**src/rtl/sm_addsub_pipe.sv**
```systemverilog
// Two-stage sign-magnitude adder/subtractor with valid/ready flow control.
// S1 resolves effective op and orders magnitudes; S2 forms the result, ovf and ovf_cnt.
module sm_addsub_pipe #(
  parameter int unsigned MAG_W = 8,
  parameter bit          SAT   = 1'b0
) (
  input  logic             clk,
  input  logic             rst_n,
  input  logic             in_valid,
  output logic             in_ready,
  input  logic             op,
  input  logic [MAG_W:0]   numberA,
  input  logic [MAG_W:0]   numberB,
  output logic             out_valid,
  input  logic             out_ready,
  output logic [MAG_W:0]   Result,
  output logic             ovf,
  output logic [15:0]      ovf_cnt,
  input  logic             clr_cnt
);

  logic               s1_v_q, s1_v_d;
  logic               s1_add_q, s1_add_d;
  logic               s1_sign_q, s1_sign_d;
  logic [MAG_W-1:0]   s1_big_q, s1_big_d;
  logic [MAG_W-1:0]   s1_small_q, s1_small_d;

  logic               s2_v_q, s2_v_d;
  logic [MAG_W:0]     res_q, res_d;
  logic               ovf_q, ovf_d;
  logic [15:0]        cnt_q, cnt_d;

  logic               s2_load, s1_load, in_xfer, out_xfer;
  logic [MAG_W-1:0]   a_mag, b_mag;
  logic               a_neg, b_eff, a_ge_b;
  logic [MAG_W:0]     sum;
  logic [MAG_W-1:0]   diff, mag;
  logic               carry;

  assign s2_load  = !s2_v_q || out_ready;
  assign s1_load  = !s1_v_q || s2_load;
  assign in_ready = s1_load;
  assign in_xfer  = in_valid && in_ready;
  assign out_xfer = s2_v_q && out_ready;

  assign out_valid = s2_v_q;
  assign Result    = res_q;
  assign ovf       = ovf_q;
  assign ovf_cnt   = cnt_q;

  // -0 is folded to +0 before the sign compare so it never steers the result sign.
  always_comb begin
    a_mag  = numberA[MAG_W-1:0];
    b_mag  = numberB[MAG_W-1:0];
    a_neg  = numberA[MAG_W] && (a_mag != '0);
    b_eff  = (numberB[MAG_W] && (b_mag != '0)) ^ op;
    a_ge_b = (a_mag >= b_mag);
  end

  always_comb begin
    s1_v_d     = s1_v_q;
    s1_add_d   = s1_add_q;
    s1_sign_d  = s1_sign_q;
    s1_big_d   = s1_big_q;
    s1_small_d = s1_small_q;
    if (s1_load) begin
      s1_v_d = in_valid;
    end
    if (in_xfer) begin
      s1_add_d   = (a_neg == b_eff);
      s1_big_d   = a_ge_b ? a_mag : b_mag;
      s1_small_d = a_ge_b ? b_mag : a_mag;
      if (a_neg == b_eff) begin
        s1_sign_d = a_neg;
      end else begin
        s1_sign_d = a_ge_b ? a_neg : b_eff;
      end
    end
  end

  always_comb begin
    sum   = {1'b0, s1_big_q} + {1'b0, s1_small_q};
    diff  = s1_big_q - s1_small_q;
    carry = s1_add_q && sum[MAG_W];
    if (!s1_add_q) begin
      mag = diff;
    end else if (carry && SAT) begin
      mag = '1;
    end else begin
      mag = sum[MAG_W-1:0];
    end
  end

  always_comb begin
    s2_v_d = s2_v_q;
    res_d  = res_q;
    ovf_d  = ovf_q;
    if (s2_load) begin
      s2_v_d = s1_v_q;
      if (s1_v_q) begin
        res_d = {s1_sign_q && (mag != '0), mag};
        ovf_d = carry;
      end
    end
  end

  always_comb begin
    cnt_d = cnt_q;
    if (clr_cnt) begin
      cnt_d = '0;
    end else if (out_xfer && ovf_q && (cnt_q != 16'hFFFF)) begin
      cnt_d = cnt_q + 16'd1;
    end
  end

  always_ff @(posedge clk or negedge rst_n) begin
    if (!rst_n) begin
      s1_v_q     <= 1'b0;
      s1_add_q   <= 1'b0;
      s1_sign_q  <= 1'b0;
      s1_big_q   <= '0;
      s1_small_q <= '0;
      s2_v_q     <= 1'b0;
      res_q      <= '0;
      ovf_q      <= 1'b0;
      cnt_q      <= '0;
    end else begin
      s1_v_q     <= s1_v_d;
      s1_add_q   <= s1_add_d;
      s1_sign_q  <= s1_sign_d;
      s1_big_q   <= s1_big_d;
      s1_small_q <= s1_small_d;
      s2_v_q     <= s2_v_d;
      res_q      <= res_d;
      ovf_q      <= ovf_d;
      cnt_q      <= cnt_d;
    end
  end

endmodule

```
**config.mk**
```make
export PLATFORM = sky130hd
export DESIGN_NAME = sm_addsub_pipe
export DESIGN_NICKNAME = d
export VERILOG_FILES = /design/src/rtl/sm_addsub_pipe.sv
export SDC_FILE = /design/constraint.sdc
export NUM_CORES = 1
export LEC_CHECK = 0
export CAP_MARGIN = 10
export CORE_MARGIN = 2
export CORE_UTILIZATION = 30
export CTS_CLUSTER_DIAMETER = 40
export DETAILED_ROUTE_END_ITERATION = 10
export PLACE_DENSITY_LB_ADDON = 0.05
export SLEW_MARGIN = 25
export SYNTH_ARGS = -nofsm -noshare
export SYNTH_HDL_FRONTEND = slang
export SYNTH_SLANG_ARGS = --single-unit
```
**constraint.sdc**
```tcl
create_clock -name clk -period 2.8 [get_ports clk]
set_clock_uncertainty 0.15 [all_clocks]
set_input_delay 0.56 -clock clk [delete_from_list [all_inputs] [get_ports clk]]
set_output_delay 0.56 -clock clk [all_outputs]
set_load 0.02 [all_outputs]
```
==> impl_metrics.toml, run 1 <==
[finish]
layout-drive-gt1-share = 0.111
num_antenna_cells = 0
final_cells = 513
area_growth_syn_to_layout_pct = 30.3
nets = 430
fin_util = 0.399

[yosys]
synthTopCellsByArea = "dfrtp_1 39%, ha_1 11%, mux2i_1 5.1%"
syn_inst = 311
synth_fp_nets = 362
synthFlopType = "dfrtp_1"
ys_seq_area_frac = 0.388
synth_top_cell_by_area = "dfrtp_1"
synth_cell_type_count = 51
yosysWarnings = 0
ys_seq_elements = 46
syn-cell-area_mm2 = 0.00297
synth_top_area_share = 0.388
synth_area_per_cell_um2 = 9.54
synth-edff-count = 0
async_flop_share = 1.00

[global_routing]
grt_max_degree = 43
first_global_vias = 2301
grtUsageTotal = 0.135
grt_overflow = 0
grt_pass1_wl_um = 11200
antenna_found_initial = 0

[clock_tree]
insertion_delay_ns = 0.30
path_clk_slew_ns = 0.09
cts_buffer_depth = 2
cts_sinks = 46
cts_hold_buf = 0
cts_tree = "built"
postCtsSetupBuffers = 0
htree_num_levels = 2
cts_inserted_buffers = 5
ctsResizeCount = 0
cts-root-buf = "clkbuf_8"

[floorplan]
die_w_um = 103
core_mm2 = 0.00968
ios = 52
die_area_mm2 = 0.0107
rows = 36
initial_core_util = 0.306
die_h_um = 103

[timing]
min_period_ns = 2.72
whs_ns = 0.127
slew_headroom = 0.566
drv_slew = 0
clock.fmax_ghz = 0.368
fin_setup_tns_ns = 0
timing.final.crit_share = 0.971
grt_setup_unrepaired = "no"
worst_pin_slew_ns = 0.649
final-setup-viol-count = 0
final-hold-violation-count = 0

[setup_path]
crit_arrival_ns = 2.76
reg2reg_depth = 9
endpoint_kind = "register"
rrSetupSlack_ns = 0.33
reg2reg_from = "s1_small_q[0]"
start_kind = "input pin"
crit_fanout = 17
critPathRequiredTime_ns = 2.85
criticalPathCategory = "input pin to register"
worstReg2RegEnd = "Result[8]"
crit_path_end = "s1_sign_q"
crit_path_start = "numberA[0]"

[outcome]
status = "complete, no violations"

[drt]
viasPerCell = 4.58
drc = 0
drt_iter0_markers = 53
drtPass1Iterations = 4
dr_total_vias = 2352
drt-total-wl_um = 6820
postRouteAntennaNets = 0
wl_per_cell_um = 13.3

[placed_design]
gp_congestion = 0.820
io_buffers = 51
dp_cells = 505
dp_hpwl_um = 5360

[power]
ir_worst_vdd_mv = 0.294
pwr_density_cell_mw_per_mm2 = 616
leakage_uw = 0.00170

[run]
maxCapViolCount = 0

[hold_path]
hold_class = "input pin to asynchronous set/reset pin"
-- worst min path at each step --
stage	to	slack, ns	from	depth (start not counted)
floorplan	Result[0]	0.11	rst_n	0
global placement	Result[5]	0.32	Result[5]	2
detailed placement	Result[5]	0.33	Result[5]	2
CTS	s1_big_q[5]	0.15	rst_n	1
global route	ovf_cnt[8]	0.17	rst_n	1
finish	Result[1]	0.13	rst_n	1
-- placed cells by master (no fill, tap or decap), drive strengths merged, types with 7 or more instances in the layout --
master / instances
dfrtp: 46
nand2: 23
a21oi: 20
o221ai: 7
nor2: 33
clkdlybuf4s50: 50
inv: 25
o21ai: 14
xor2: 15
buf: 23
xnor2: 7
mux2i: 15
ha: 25
nand3: 15
-- kinds of logic (layout without fill, tap and decap cells) --
family | Yosys count | after routing | share of synthesized area
simple gates | 104 | 104 | 0.169
fa+ha+maj | 27 | 27 | 0.119
compound gates | 58 | 58 | 0.145
flops | 46 | 46 | 0.388
xor+xnor | 22 | 22 | 0.0649
buf+inv | 36 | 105 | 0.0519
mux | 18 | 18 | 0.0632
-- layer usage --
layer	global-route usage	vias up	wire, um
li1	-	1211	-
met4	0.0334	0	59
met3	0.0282	4	232
met1	0.207	1090	3700
met5	0	-	0
met2	0.192	47	2820
-- where the power goes --
group | internal, uW | switching, uW | leakage (uW)
registers | 783 | 97.1 | 0.000573
clock network | 268 | 241 | 0.0000585
logic | 474 | 519 | 0.00107
-- layout make-up --
class                   count  area, um^2
fillers                   989        5820
multi-input cells         229        1660
flip-flops and latches     46        1150
repair buffers             73         683
well taps                 133         166
inverters                  24        90.1
clock buffers               5        68.8
clock inverters             3        43.8
-- stage by stage --
step	total power, uW	setup WS [ns]	cell area, um^2
after floorplan	1540	0.482	2970
after global placement	1900	-0.254	3750
after detailed placement	1910	-0.270	3750
after CTS	2430	0.0667	3870
after global routing	2570	0.00236	3870
final	2380	0.0810	3870
-- registers in the layout (all words and copies together), names as in the netlist, 8 cells and up --
signal,flops
ovf_cnt,16
Result,9
s1_big_q,8
s1_small_q,8
-- worst max-delay path, stage by stage --
cell and delay, ns:
clkdlybuf4s50_1 0.49, inv_1 0.05, ha_1 0.26, nand2b_1 0.09, a21o_1 0.11, a21o_1 0.12, a41oi_2 0.15, o21ai_4 0.51
mux2i_1 0.15, mux2_4 0.27
-- cells in the mapped netlist, types with 2 or more instances --
cell      instances
o21bai_1          2
or4_1             3
mux2_2            2
a211oi_2          2
o221ai_1          7
mux2i_1          15
a21oi_1          19
nand3_1          15
buf_2             3
and3_1            2
nand4_1           5
nor2_1           33
nand2_1          23
a21o_1            3
buf_1             3
ha_1             25
fa_1              2
o21ai_1           4
buf_6             2
nor2b_1           4
dfrtp_1          46
o21ai_0           8
inv_1            24
nor3b_1           2
nor3_1            4
xor2_1           15
nand2b_1          5
xnor2_1           7
clkbuf_1          4
(Power assumes the default switching activity.)
==> run 2, diff against run 1 <==
--- a/config.mk
+++ b/config.mk
@@ -7,9 +7,10 @@
 export LEC_CHECK = 0
 export CAP_MARGIN = 10
 export CORE_MARGIN = 2
-export CORE_UTILIZATION = 30
+export CORE_UTILIZATION = 41
 export CTS_CLUSTER_DIAMETER = 40
 export DETAILED_ROUTE_END_ITERATION = 10
+export GPL_TIMING_DRIVEN = 0
 export PLACE_DENSITY_LB_ADDON = 0.05
 export SLEW_MARGIN = 25
 export SYNTH_ARGS = -nofsm -noshare
==> run 2 against run 1 <==
Against the previous run:
- worst hold slack got worse by 0.015 ns
- sequential share of layout area increased by 1.2 points
- non-clock buffer count shrank 9
- critical path depth increased by 1
- sequential power is 0.9% lower
- critical path type unchanged
- worst setup slack improved by 0.070 ns
- flip-flop and latch count is the same
- wire length fell by 8.5%
==> impl_metrics.toml, run 2 (synthesis results as in run 1) <==
[outcome]
status = "complete, no violations"

[floorplan]
initial_core_util = 0.416
core_mm2 = 0.00714
die_w_um = 89.1
ios = 52
die_h_um = 89.1
die_area_mm2 = 0.00794
rows = 31

[global_routing]
grt_max_degree = 47
grt_pass1_wl_um = 10700
first_global_vias = 2165
grtUsageTotal = 0.172
grt_overflow = 0
antenna_found_initial = 0

[setup_path]
endpoint_kind = "register"
reg2reg_depth = 9
critPathRequiredTime_ns = 2.82
crit_fanout = 10
cp_cell_sequence = "clkdlybuf4s50_1 > inv_1 > ha_1 > nand2b_1 > a21o_1 > a21o_1 > a41oi_2 > o21ai_4 > buf_6 > mux2i_1 > a21oi_1"
rrSetupSlack_ns = 0.30
cp_common_cell = "a21o_1"
reg2reg_from = "s1_small_q[0]"
worstReg2RegEnd = "Result[8]"
slowest_delay_ns = 0.55
cp_top_family = "buffers and inverters"
start_kind = "input pin"
criticalPathCategory = "input pin to register"
slowest_stage = "clkdlybuf4s50_1"
crit_arrival_ns = 2.67
worst-path-buf-inv = 3
cp.depth = 11

[drt]
wl_per_cell_um = 13.3
dr_total_vias = 2302
drc = 0
drt_iter0_markers = 86
postRouteAntennaNets = 0
viasPerCell = 4.90
drt-total-wl_um = 6240
drtPass1Iterations = 4

[clock_tree]
htree_num_levels = 2
cts_buffer_depth = 2
cts_inserted_buffers = 5
cts_tree = "built"
ctsResizeCount = 0
cts-root-buf = "clkbuf_8"
cts_sinks = 46
path_clk_slew_ns = 0.09
insertion_delay_ns = 0.30
cts_hold_buf = 0

[run]
maxCapViolCount = 0

[timing]
timing.final.crit_share = 0.946
min_period_ns = 2.65
slew_headroom = 0.605
worst_pin_slew_ns = 0.593
clock.fmax_ghz = 0.378
drv_slew = 0
grt_setup_unrepaired = "no"
fin_setup_tns_ns = 0
final-setup-viol-count = 0
final-hold-violation-count = 0
whs_ns = 0.112

[finish]
multi_input_area_mm2 = 0.00166
nets = 421
area_growth_syn_to_layout_pct = 25.3
regArea_mm2 = 0.00115
final_common_cell = "clkdlybuf4s50_1"
final_cells = 470
layout-drive-gt1-share = 0.0728
final_area_mm2 = 0.00372
fin_util = 0.521
largest_register_ffs = 16
fill_cells = 722
num_antenna_cells = 0
layout_common_cells = "49 x clkdlybuf4s50_1, 46 x dfrtp_1, 33 x nor2_1, 25 x ha_1, 24 x inv_1"

[placed_design]
io_buffers = 50
dp_cells = 460
gp_congestion = 0.777
dp_hpwl_um = 4940
dpl_cell_area_mm2 = 0.00359

[hold_path]
hold_class = "input pin to asynchronous set/reset pin"

[power]
leakage_uw = 0.00163
pwr_density_cell_mw_per_mm2 = 636
ir_worst_vdd_mv = 0.249
==> run 2: cell types whose count changed in the layout (fill, tap and decap cells not counted) <==
cell and change:
buf_12 -1, buf_2 +2, buf_4 -18, clkdlybuf4s50_1 -1, buf_1 +3, clkbuf_1 +4
buf_6 +2
==> run 2: worst reg2reg max path, delay by kind of cell (launching register included) <==
family	cells	cell delay, ns
AO/OA/AOI/OAI	4	0.54
XOR/XNOR	1	0.17
adder cells (fa/ha/maj)	2	0.63
flip-flops	1	0.43
AND/OR/NAND/NOR	2	0.44
==> run 2: per-stage QoR <==
| step | power (uW) | setup slack (ns) |
|---|---|---|
| 6_report | 2360 | 0.151 |
| 5_1_grt | 2550 | 0.0175 |
| 4_1_cts | 2390 | 0.00736 |
| 3_5_place_dp | 1880 | -0.313 |
| 3_3_place_gp | 1870 | -0.376 |
| 2_1_floorplan | 1540 | 0.482 |
==> run 2: final cells by class <==
type / count / share of cell area
Multi-Input combinational cell: 229 / 0.447
Sequential cell: 46 / 0.310
Timing Repair Buffer: 52 / 0.138
Tap cell: 99 / 0.0333
Inverter: 24 / 0.0242
Clock buffer: 5 / 0.0185
Buffer: 12 / 0.0172
Clock inverter: 3 / 0.0118
==> run 2: layer usage <==
layer  vias to the layer above  share of wire  GRT usage  wire length, um
li1                       1194              -          -                -
met1                      1061           0.52      0.255             3220
met2                        42           0.44      0.263             2740
met3                         5          0.034     0.0332              214
met4                         0         0.0095     0.0366               59
met5                         -              0          0                0
==> run 2: what timing repair did <==
item	CTS	global route
buffers inserted	0	2
hold endpoints to repair	0	0
setup endpoints to repair	0	14
==> run 2: how the worst max path moves through the flow <==
| stage | start | endpoint |
|---|---|---|
| finish | numberA[0] | s1_big_q[1] |
| CTS | numberA[0] | s1_big_q[1] |
| global placement | rst_n | ovf_cnt[4] |
| global route | numberA[0] | s1_big_q[1] |
| floorplan | numberA[0] | s1_sign_q |
| detailed placement | numberA[0] | s1_big_q[1] |
==> run 2: power breakdown <==
part           switching (uW)  leakage (uW)  internal (uW)
clock                     235     0.0000585            268
sequential               88.4      0.000573            783
combinational             521       0.00100            466
==> run 3, diff against run 2 <==
--- a/config.mk
+++ b/config.mk
@@ -8,7 +8,6 @@
 export CAP_MARGIN = 10
 export CORE_MARGIN = 2
 export CORE_UTILIZATION = 41
-export CTS_CLUSTER_DIAMETER = 40
 export DETAILED_ROUTE_END_ITERATION = 10
 export GPL_TIMING_DRIVEN = 0
 export PLACE_DENSITY_LB_ADDON = 0.05
==> results of run 3 <==
Final layout, timing and power as in run 2 (identical DEF).
